[src/rtl/uart_tx_cfg.sv]
// ---------------------------------------------------------------------------
// uart_tx_cfg
//   Configurable UART transmitter. Serialises a DATA_W-bit word onto TX as
//   start bit, DATA_W data bits (LSB first), optional parity bit and one or
//   two stop bits. Divisor, parity mode and stop-bit count are captured when
//   a frame is accepted, so the register block may change them at any time.
//
//   Optional build macro: UART_TX_HOLD_EN
//     Adds a one-entry holding register (data + config). A request made while
//     a frame is in flight is parked there and launched directly after the
//     last stop bit, without an idle cycle. Without the macro, requests made
//     while busy are dropped.
//
// Ports
//   clk       system clock
//   rst_n     asynchronous active-low reset
//   trmt      transmit request (pulse or level), taken when ready=1
//   tx_data   word to send, LSB first
//   divisor   bit period = divisor+1 clocks (0 is treated as 1)
//   par_mode  00 none, 01 even, 10 odd, 11 mark
//   two_stop  1 = two stop bits
//   TX        serial line, idle high
//   busy      frame in progress
//   ready     a request can be accepted this cycle
//   tx_done   set when the last frame completes, cleared on next accept
// ---------------------------------------------------------------------------
module uart_tx_cfg #(
   parameter int unsigned       DATA_W  = 8,
   parameter int unsigned       DIV_W   = 13,
   parameter logic [DIV_W-1:0]  RST_DIV = 13'h01B2
) (
   input  logic              clk,
   input  logic              rst_n,
   input  logic              trmt,
   input  logic [DATA_W-1:0] tx_data,
   input  logic [DIV_W-1:0]  divisor,
   input  logic [1:0]        par_mode,
   input  logic              two_stop,
   output logic              TX,
   output logic              busy,
   output logic              ready,
   output logic              tx_done
);

   // state  | meaning
   // IDLE   | line high, waiting for a request
   // START  | start bit (low) for one bit period
   // DATA   | data bits, LSB first, bit_q counts 0..DATA_W-1
   // PARITY | parity bit, only when par_mode != 00
   // STOP   | stop bit(s), high; stop2_q marks the second of two
   typedef enum logic [2:0] {
      S_IDLE   = 3'd0,
      S_START  = 3'd1,
      S_DATA   = 3'd2,
      S_PARITY = 3'd3,
      S_STOP   = 3'd4
   } state_t;

   localparam int unsigned      BCW      = (DATA_W > 1) ? $clog2(DATA_W) : 1;
   localparam logic [BCW-1:0]   LAST_BIT = BCW'(DATA_W - 1);

   state_t              state_q,   state_d;
   logic [DIV_W-1:0]    baud_q,    baud_d;
   logic [DIV_W-1:0]    div_q,     div_d;
   logic [BCW-1:0]      bit_q,     bit_d;
   logic [DATA_W-1:0]   shift_q,   shift_d;
   logic                par_en_q,  par_en_d;
   logic                par_bit_q, par_bit_d;
   logic                two_q,     two_d;
   logic                stop2_q,   stop2_d;
   logic                busy_q,    busy_d;
   logic                done_q,    done_d;

   // Frame loader: one set of source signals feeds every launch path
   logic                ld_en;
   logic [DATA_W-1:0]   ld_data;
   logic [DIV_W-1:0]    ld_div;
   logic [1:0]          ld_par;
   logic                ld_two;
   logic [DIV_W-1:0]    ld_div_c;
   logic                ld_par_bit;

   logic                bnd;
   logic                frame_end;
   logic                tx_c;

`ifdef UART_TX_HOLD_EN
   logic                hold_valid_q, hold_valid_d;
   logic [DATA_W-1:0]   hold_data_q,  hold_data_d;
   logic [DIV_W-1:0]    hold_div_q,   hold_div_d;
   logic [1:0]          hold_par_q,   hold_par_d;
   logic                hold_two_q,   hold_two_d;

   assign ready = ~hold_valid_q;
`else
   assign ready = ~busy_q;
`endif

   assign busy    = busy_q;
   assign tx_done = done_q;
   assign TX      = tx_c;

   // A divisor of 0 would give a one-clock bit; the minimum period is two.
   assign ld_div_c = (ld_div == '0) ? DIV_W'(1) : ld_div;

   always_comb begin
      ld_par_bit = 1'b0;
      case (ld_par)
         2'b01:   ld_par_bit = ^ld_data;
         2'b10:   ld_par_bit = ~(^ld_data);
         2'b11:   ld_par_bit = 1'b1;
         default: ld_par_bit = 1'b0;
      endcase
   end

   always_comb begin
      state_d   = state_q;
      baud_d    = baud_q;
      div_d     = div_q;
      bit_d     = bit_q;
      shift_d   = shift_q;
      par_en_d  = par_en_q;
      par_bit_d = par_bit_q;
      two_d     = two_q;
      stop2_d   = stop2_q;
      busy_d    = busy_q;
      done_d    = done_q;
      ld_en     = 1'b0;
      ld_data   = tx_data;
      ld_div    = divisor;
      ld_par    = par_mode;
      ld_two    = two_stop;
      frame_end = 1'b0;
`ifdef UART_TX_HOLD_EN
      hold_valid_d = hold_valid_q;
      hold_data_d  = hold_data_q;
      hold_div_d   = hold_div_q;
      hold_par_d   = hold_par_q;
      hold_two_d   = hold_two_q;
`endif

      bnd = (baud_q == '0);
      if (state_q != S_IDLE) begin
         baud_d = bnd ? div_q : (baud_q - DIV_W'(1));
      end

      case (state_q)
         S_IDLE: begin
            if (trmt && ready) begin
               ld_en = 1'b1;
            end
         end
         S_START: begin
            if (bnd) begin
               state_d = S_DATA;
               bit_d   = '0;
            end
         end
         S_DATA: begin
            if (bnd) begin
               shift_d = shift_q >> 1;
               if (bit_q == LAST_BIT) begin
                  state_d = par_en_q ? S_PARITY : S_STOP;
                  stop2_d = 1'b0;
               end else begin
                  bit_d = bit_q + BCW'(1);
               end
            end
         end
         S_PARITY: begin
            if (bnd) begin
               state_d = S_STOP;
               stop2_d = 1'b0;
            end
         end
         S_STOP: begin
            if (bnd) begin
               if (two_q && !stop2_q) begin
                  stop2_d = 1'b1;
               end else begin
                  frame_end = 1'b1;
               end
            end
         end
         default: begin
            state_d = S_IDLE;
         end
      endcase

      if (frame_end) begin
`ifdef UART_TX_HOLD_EN
         // Chain straight into the parked frame; a request arriving on this
         // very edge (hold empty, so ready=1) is launched the same way.
         if (hold_valid_q) begin
            ld_en        = 1'b1;
            ld_data      = hold_data_q;
            ld_div       = hold_div_q;
            ld_par       = hold_par_q;
            ld_two       = hold_two_q;
            hold_valid_d = 1'b0;
         end else if (trmt) begin
            ld_en = 1'b1;
         end else begin
            state_d = S_IDLE;
            busy_d  = 1'b0;
            done_d  = 1'b1;
         end
`else
         state_d = S_IDLE;
         busy_d  = 1'b0;
         done_d  = 1'b1;
`endif
      end

`ifdef UART_TX_HOLD_EN
      if (!frame_end && busy_q && trmt && !hold_valid_q) begin
         hold_valid_d = 1'b1;
         hold_data_d  = tx_data;
         hold_div_d   = divisor;
         hold_par_d   = par_mode;
         hold_two_d   = two_stop;
      end
`endif

      if (ld_en) begin
         state_d   = S_START;
         shift_d   = ld_data;
         div_d     = ld_div_c;
         baud_d    = ld_div_c;
         par_en_d  = (ld_par != 2'b00);
         par_bit_d = ld_par_bit;
         two_d     = ld_two;
         stop2_d   = 1'b0;
         bit_d     = '0;
         busy_d    = 1'b1;
         done_d    = 1'b0;
      end
   end

   always_comb begin
      tx_c = 1'b1;
      case (state_q)
         S_START:  tx_c = 1'b0;
         S_DATA:   tx_c = shift_q[0];
         S_PARITY: tx_c = par_bit_q;
         default:  tx_c = 1'b1;
      endcase
   end

   always_ff @(posedge clk or negedge rst_n) begin
      if (!rst_n) begin
         state_q   <= S_IDLE;
         baud_q    <= RST_DIV;
         div_q     <= RST_DIV;
         bit_q     <= '0;
         shift_q   <= '0;
         par_en_q  <= 1'b0;
         par_bit_q <= 1'b0;
         two_q     <= 1'b0;
         stop2_q   <= 1'b0;
         busy_q    <= 1'b0;
         done_q    <= 1'b0;
      end else begin
         state_q   <= state_d;
         baud_q    <= baud_d;
         div_q     <= div_d;
         bit_q     <= bit_d;
         shift_q   <= shift_d;
         par_en_q  <= par_en_d;
         par_bit_q <= par_bit_d;
         two_q     <= two_d;
         stop2_q   <= stop2_d;
         busy_q    <= busy_d;
         done_q    <= done_d;
      end
   end

`ifdef UART_TX_HOLD_EN
   always_ff @(posedge clk or negedge rst_n) begin
      if (!rst_n) begin
         hold_valid_q <= 1'b0;
         hold_data_q  <= '0;
         hold_div_q   <= '0;
         hold_par_q   <= 2'b00;
         hold_two_q   <= 1'b0;
      end else begin
         hold_valid_q <= hold_valid_d;
         hold_data_q  <= hold_data_d;
         hold_div_q   <= hold_div_d;
         hold_par_q   <= hold_par_d;
         hold_two_q   <= hold_two_d;
      end
   end
`endif

endmodule

[config.mk]
export PLATFORM = sky130hd
export DESIGN_NAME = uart_tx_cfg
export DESIGN_NICKNAME = d
export VERILOG_FILES = /design/src/rtl/uart_tx_cfg.sv
export SDC_FILE = /design/constraint.sdc
export NUM_CORES = 1
export LEC_CHECK = 0
export CAP_MARGIN = 25
export CORE_MARGIN = 10
export CORE_UTILIZATION = 40
export DETAILED_ROUTE_END_ITERATION = 7
export GPL_TIMING_DRIVEN = 0
export PLACE_DENSITY_LB_ADDON = 0.08
export SYNTH_ARGS = -nofsm -noshare
export SYNTH_HDL_FRONTEND = slang
export SYNTH_SLANG_ARGS = --single-unit
[constraint.sdc]
create_clock -name clk -period 2.85 [get_ports clk]
set_input_delay 0.4275 -clock clk [delete_from_list [all_inputs] [get_ports clk]]
set_output_delay 0.4275 -clock clk [all_outputs]
set_load 0.01 [all_outputs]
; Word-level counts from Yosys, hierarchy flattened
; Cells that the tools add are included.
[totals]
regBits = 46
in_bits = 27
out_inout_bits = 4
wordCells = 93
[classes]
n_addsub = 2
eq_ne = 20
mux = 38
n_bitwise = 2
reduce_logical = 20
[op_table]
columns = cell, n
row1 = 2-to-1 mux 13 bit, 4
row2 = 2-to-1 mux 3 bit, 11
row3 = logical NOT 13 bit, 2
row4 = 2-to-1 mux 8 bit, 3
row5 = inequality test 3 bit (second input constant), 7
row6 = inequality test 4 bit (second input constant), 4
row7 = 2-to-1 mux 1 bit, 15
row8 = subtractor 13 x 1 -> 13 bit (second input constant), 1
row9 = one-hot mux 3 bit (4 select lines), 1
row10 = nonzero test 2 bit, 5
row11 = one-hot mux 1 bit (3 select lines), 3
row12 = parity 8 bit, 1
row13 = == test 3 x 2 -> 1 bit (second input constant), 2
row14 = == test 3 bit (second input constant), 2
row15 = one-hot mux 3 bit (2 select lines), 1
row16 = AND reduction 6 bit, 1
row17 = nonzero test 3 bit, 2
row18 = AND reduction 5 bit, 1
row19 = == test 2 bit (second input constant), 2
row20 = AND reduction 4 bit, 1
row21 = nonzero test 4 bit, 1
row22 = adder 3 x 1 -> 3 bit (second input constant), 1
row23 = == test 3 x 1 -> 1 bit (second input constant), 1
row24 = logical NOT 3 bit, 1
row25 = other kinds (7), 9

; Depth between registers and ports, before layout
[depth]
ltp_word = 7
mapped_depth = 9

; Worst setup path after synthesis
; No wires, ideal clock.
[synth_path]
kind = reg-to-reg
from = register baud_q[0]
to = register bit_q[0]
arrival_ns = 2.003
slack_ns = 0.770
stages_incl_launch_ff = 9
n_path_buf = 1
period_less_slack_ns = 2.080
cell_sequence = dfrtp_1 inv_1 ha_1 nor4b_2 nand4_1 or3_1 clkbuf_2 or4_1 a21oi_1
[synth_between]
elab_chain_len = 3
word_cells_on_any_way = 4
cone_classes = eq/ne (2) / reduce/logical (2)
[synth_rtl]
columns = item, line
row1 = from (decl), 63  ; logic [DIV_W-1:0] baud_q, baud_d;
row2 = from (signal assigned), 265  ; baud_q <= baud_d;
row3 = logical NOT 13 bit *, 142  ; bnd = (baud_q == '0);
row4 = inequality test 3 bit (no line), -
row5 = AND reduction 4 bit (no line) *, -
row6 = to (signal assigned), 267  ; bit_q <= bit_d;
row7 = to (decl), 65  ; logic [BCW-1:0] bit_q, bit_d;
; Every way passes the cells marked *; elsewhere a longest branch is shown, timed or not.
; A chain may end at the register's enable or synchronous reset.

; Worst setup path in the final report
[layout_path]
from = register baud_q[0]
to = register state_q[2]
[layout_between]
elab_chain_len = 5
word_cells_on_any_way = 11
cone_classes = eq/ne (5) / mux (4) / reduce/logical (2)
[layout_rtl]
columns = item, line
row1 = logical NOT 13 bit *, 142
row2 = 2-to-1 mux 1 bit, 177  ; if (bnd) begin
row3 = 2-to-1 mux 1 bit, 147  ; case (state_q)
row4 = "inequality test 4 bit (no line), or another cell as far along", -
row5 = AND reduction 5 bit (no line) or 2-to-1 mux 3 bit (tied branches), -
row6 = to (signal assigned), 264  ; state_q <= state_d;
row7 = to (decl), 62  ; state_t state_q, state_d;
; Marked as above.

==> summary.md <==
The worst-margin pin slew works out to 640 ps. For the number of placed I/O pins, the log shows 31. The layout cell share with drive strength beyond 1 works out to 9.38%. The run finished with clean final reports.

Number of slew-limit violations in the final report: 0. Buffers inserted to repair hold after CTS numbered 0. TritonCTS built the clock tree. In the post-synthesis netlist, the biggest area contributors are sky130_fd_sc_hd__dfrtp_1 (36%), sky130_fd_sc_hd__dfstp_2 (11%), sky130_fd_sc_hd__nand2_1 (8.3%), sky130_fd_sc_hd__o21ai_0 (4.2%), sky130_fd_sc_hd__mux2i_1 (4.0%). The HPWL reported at the end of detailed placement was 5.00 mm. The run gives 0.504 mW as the power dissipated by switching net loads. STA classifies the critical path startpoint as a flip-flop. For this run, the register share of the synthesized area comes to 46.6%.

In the post-synthesis netlist, the cell with the most instances is sky130_fd_sc_hd__nand2_1. Clock tree synthesis inserted a total of 5 buffers. At the end of the flow, the number of nets in the layout was 349. Routed wire length: 6.82 mm. The net switching fraction of the power works out to 30.2%. The number of antenna diodes in the final layout is 0.

In the synthesized netlist, the cells that appear most often are sky130_fd_sc_hd__nand2_1 (55), sky130_fd_sc_hd__dfrtp_1 (36), sky130_fd_sc_hd__nor2_1 (24). During placement, the flow inserted port buffers numbering 30. The number of enable-type register cells in the synthesized netlist is 0. The count of H-tree levels built during CTS was 2. The starting DRC count in detailed routing came out at 150. The worst setup path category is reg -> reg.

The final sum of negative setup slack was 0 ps; the clock transition at the registers of the reported paths was 90 ps. The row count came out at 28. The number of synthesized register bits is 46. STA puts the critical path data required time at 3050 ps.

The final critical path takes up 91.6% of the cycle. The total count of hold-check failures in the final report is 0. Based on the critical path, the design can be clocked at up to 383 MHz. The biggest area contributor in the post-synthesis netlist is sky130_fd_sc_hd__dfrtp_1.

The tools report the synthesized netlist cell count as 281. In this run the worst path has a maximum fanout of 7. The floorplan step set the die height to 99.0 microns. The number of setup buffers added after CTS is 0. For this run, the number of Yosys warnings is 0. After detailed routing, the number of remaining DRC violations is 0.

The logs give 0 for the final-report setup violation count and 9800 sq um for the overall die area. The peak supply drop came out at 0.000246 V. Once placement finished, the instance area stood at 2910 sq um. The clock net in this run drives a total of 46 sinks. For this run, the slowest stage of the critical path takes 440 ps. The area added between synthesis and finish is 21.0%. Once detail routing completed, the nets flagged for antenna violations numbered 0.

The share of total power dissipated in combinational logic is 20.4%. The worst hold path belongs to the class in -> async. Per report_power, the clock group accounts for 28.7% of the total. For the clock skew after layout, the log shows 7.67 ps.

Setup repair after global routing left no endpoint under its margin. Counting flops with an async set or reset pin after synthesis yields a share of 100%. Clock tree synthesis selected as its root buffer the cell sky130_fd_sc_hd__clkbuf_8. The internal power of the cells totals 1.17 mW. Summed over its instances, the top area cell type makes up 36.1% of the synthesized netlist area. The insertion delay of the later-clocked pin in the worst-skew pair was 300 ps; the average routed wire per standard cell was 17.3 microns. Entering global routing, the biggest net connects 31 pins. Number of vias per cell after detailed routing: 5.47. The power per cell area is 553 nW/um^2, and the via count is 2,162.

The slowest cell on the critical path is sky130_fd_sc_hd__dfrtp_1. The run gives 2800 ps as the data arrival at the endpoint of the critical path. The combined global-route utilization of all metal layers is 14.3%. In this run the standard cell core region covers 5990 sq um. The most used flip-flop cell after synthesis is sky130_fd_sc_hd__dfrtp_1.

The wire length of the first global-routing pass was 11.4 mm. The die outline width is 99.0 microns. The number of nets in the synthesized netlist was 311. Sequential cells burn 50.9% of the power. Summed over all layers, the global routing overflow is 0.

Routability-driven placement finished with a final weighted congestion of 0.885. The leakage power of the design was 1.25 nW. The tools report the number of global-route vias before repair as 2,184. The logs give 4 for the number of optimization iterations in the first detailed-route pass and 3020 sq um for the post-route cell area.

For this configuration, the core starts out at a cell density of 41.7%. Measured against its own limit, the worst slew margin works out to 57.3%. The initial antenna violation count was 0. STA classifies the critical path endpoint as a flip-flop. The max-cap check violation count is 0, and the post-synthesis cell area is 2500 sq um. After synthesis, the netlist uses 43 different library cells. Each instance of the synthesized netlist takes up on average 8.88 sq um. The post-cts resize count is 0. The clock passes through at most 2 buffers.

Walking the worst path, the cells encountered are inv_1 -> ha_1 -> nor4b_2 -> and4_1 -> clkbuf_1 -> nand3_1 -> o21ai_1 -> mux2_2. The routed design could run at a clock period as short as 2610 ps.
power groups by stage:
stage | clock network (mW) | logic (mW) | registers (mW)
after floorplan | 0 | 0.235 | 0.832
after global placement | 0 | 0.330 | 0.856
after detailed placement | 0 | 0.340 | 0.858
after CTS | 0.483 | 0.342 | 0.848
after global routing | 0.515 | 0.390 | 0.861
final | 0.479 | 0.341 | 0.850
kinds of logic (layout without fill, tap and decap cells):
logic type | count (synthesis) | after routing | synth area share, %
multiplexers | 12 | 12 | 4.91
AND/OR/NAND/NOR | 112 | 112 | 21.0
XOR/XNOR | 13 | 13 | 4.56
flip-flops | 46 | 46 | 46.6
buffers and inverters | 26 | 65 | 4.06
AO/OA/AOI/OAI | 69 | 69 | 17.4
adder cells (fa/ha/maj) | 3 | 3 | 1.50
sequential cells by signal, summed over array words and instances (netlist names):
name,count
baud_q,13
div_q,13
shift_q,8
bit_q,3
state_q,3
busy,1
par_bit_q,1
par_en_q,1
stop2_q,1
two_q,1
tx_done,1
worst paths after layout:
path                                        from                     end  slack (ps)  depth (start not counted)
min                                        rst_n   baud_q[0]$_DFFE_PN0P_          40                          1
max reg2reg                baud_q[0]$_DFFE_PN0P_  state_q[2]$_DFFE_PN0P_         240                          8
max                        baud_q[0]$_DFFE_PN0P_  state_q[2]$_DFFE_PN0P_         240                          8
max in group asynchronous                  rst_n   baud_q[5]$_DFFE_PN1P_        2220                          2
min reg2reg                 div_q[5]$_DFFE_PN1P_    div_q[5]$_DFFE_PN1P_         470                          2
min in group clk            div_q[5]$_DFFE_PN1P_    div_q[5]$_DFFE_PN1P_         470                          2
worst max-delay path, delay by kind of cell (launching register included):
kind | cells | cell delay (ps)
flip-flops | 1 | 440
multiplexers | 1 | 350
adder cells (fa/ha/maj) | 1 | 240
AND/OR/NAND/NOR | 3 | 740
AO/OA/AOI/OAI | 1 | 240
buffers and inverters | 2 | 500
placed cells by master, fill, tap and decap left out, types with 3 or more instances in the layout:
| cell type | instances |
|---|---|
| sky130_fd_sc_hd__nand3_1 | 5 |
| sky130_fd_sc_hd__buf_2 | 3 |
| sky130_fd_sc_hd__dfrtp_1 | 36 |
| sky130_fd_sc_hd__a31oi_1 | 9 |
| sky130_fd_sc_hd__dfstp_2 | 10 |
| sky130_fd_sc_hd__o22ai_1 | 3 |
| sky130_fd_sc_hd__nand2_1 | 55 |
| sky130_fd_sc_hd__clkdlybuf4s50_1 | 29 |
| sky130_fd_sc_hd__ha_1 | 3 |
| sky130_fd_sc_hd__o21ai_0 | 21 |
| sky130_fd_sc_hd__clkbuf_8 | 8 |
| sky130_fd_sc_hd__inv_1 | 8 |
| sky130_fd_sc_hd__xnor2_1 | 6 |
| sky130_fd_sc_hd__o211ai_1 | 7 |
| sky130_fd_sc_hd__a21oi_1 | 11 |
| sky130_fd_sc_hd__nor4_1 | 5 |
| sky130_fd_sc_hd__nor3_1 | 7 |
| sky130_fd_sc_hd__o22a_1 | 3 |
| sky130_fd_sc_hd__nor2_1 | 24 |
| sky130_fd_sc_hd__xor2_1 | 7 |
| sky130_fd_sc_hd__mux2i_1 | 10 |
| sky130_fd_sc_hd__clkbuf_1 | 14 |
metal layers:
metal  track usage, %  wire length (microns)  part of all wire, %
met2             21.6                   3080                   45
met5                0                      0                    0
met4             3.86                     65                 0.95
met1             19.9                   3360                   49
met3             3.07                    310                  4.5
final cells by class:
| type | instances | area, sq um |
|---|---|---|
| Inverter | 8 | 30.0 |
| Sequential cell | 46 | 1160 |
| Fill cell | 576 | 2970 |
| Multi-Input combinational cell | 209 | 1230 |
| Tap cell | 75 | 93.8 |
| Clock buffer | 8 | 110 |
| Buffer | 18 | 72.6 |
| Timing Repair Buffer | 31 | 315 |
through the flow:
stage / power, mW / instances / setup WS (ps) / hold slack (ps) / utilization [%]
floorplan: 1.07 / 281 / 770 / 132 / -
global placement: 1.19 / 386 / -46.5 / 448 / 48.2
detailed placement: 1.20 / 387 / 223 / 392 / 48.5
CTS: 1.67 / 395 / 207 / 63.1 / 50.3
global route: 1.77 / 395 / 30.9 / 60.3 / 50.4
finish: 1.67 / 395 / 241 / 44.4 / 50.4
Power figures use the tool's default switching activity.
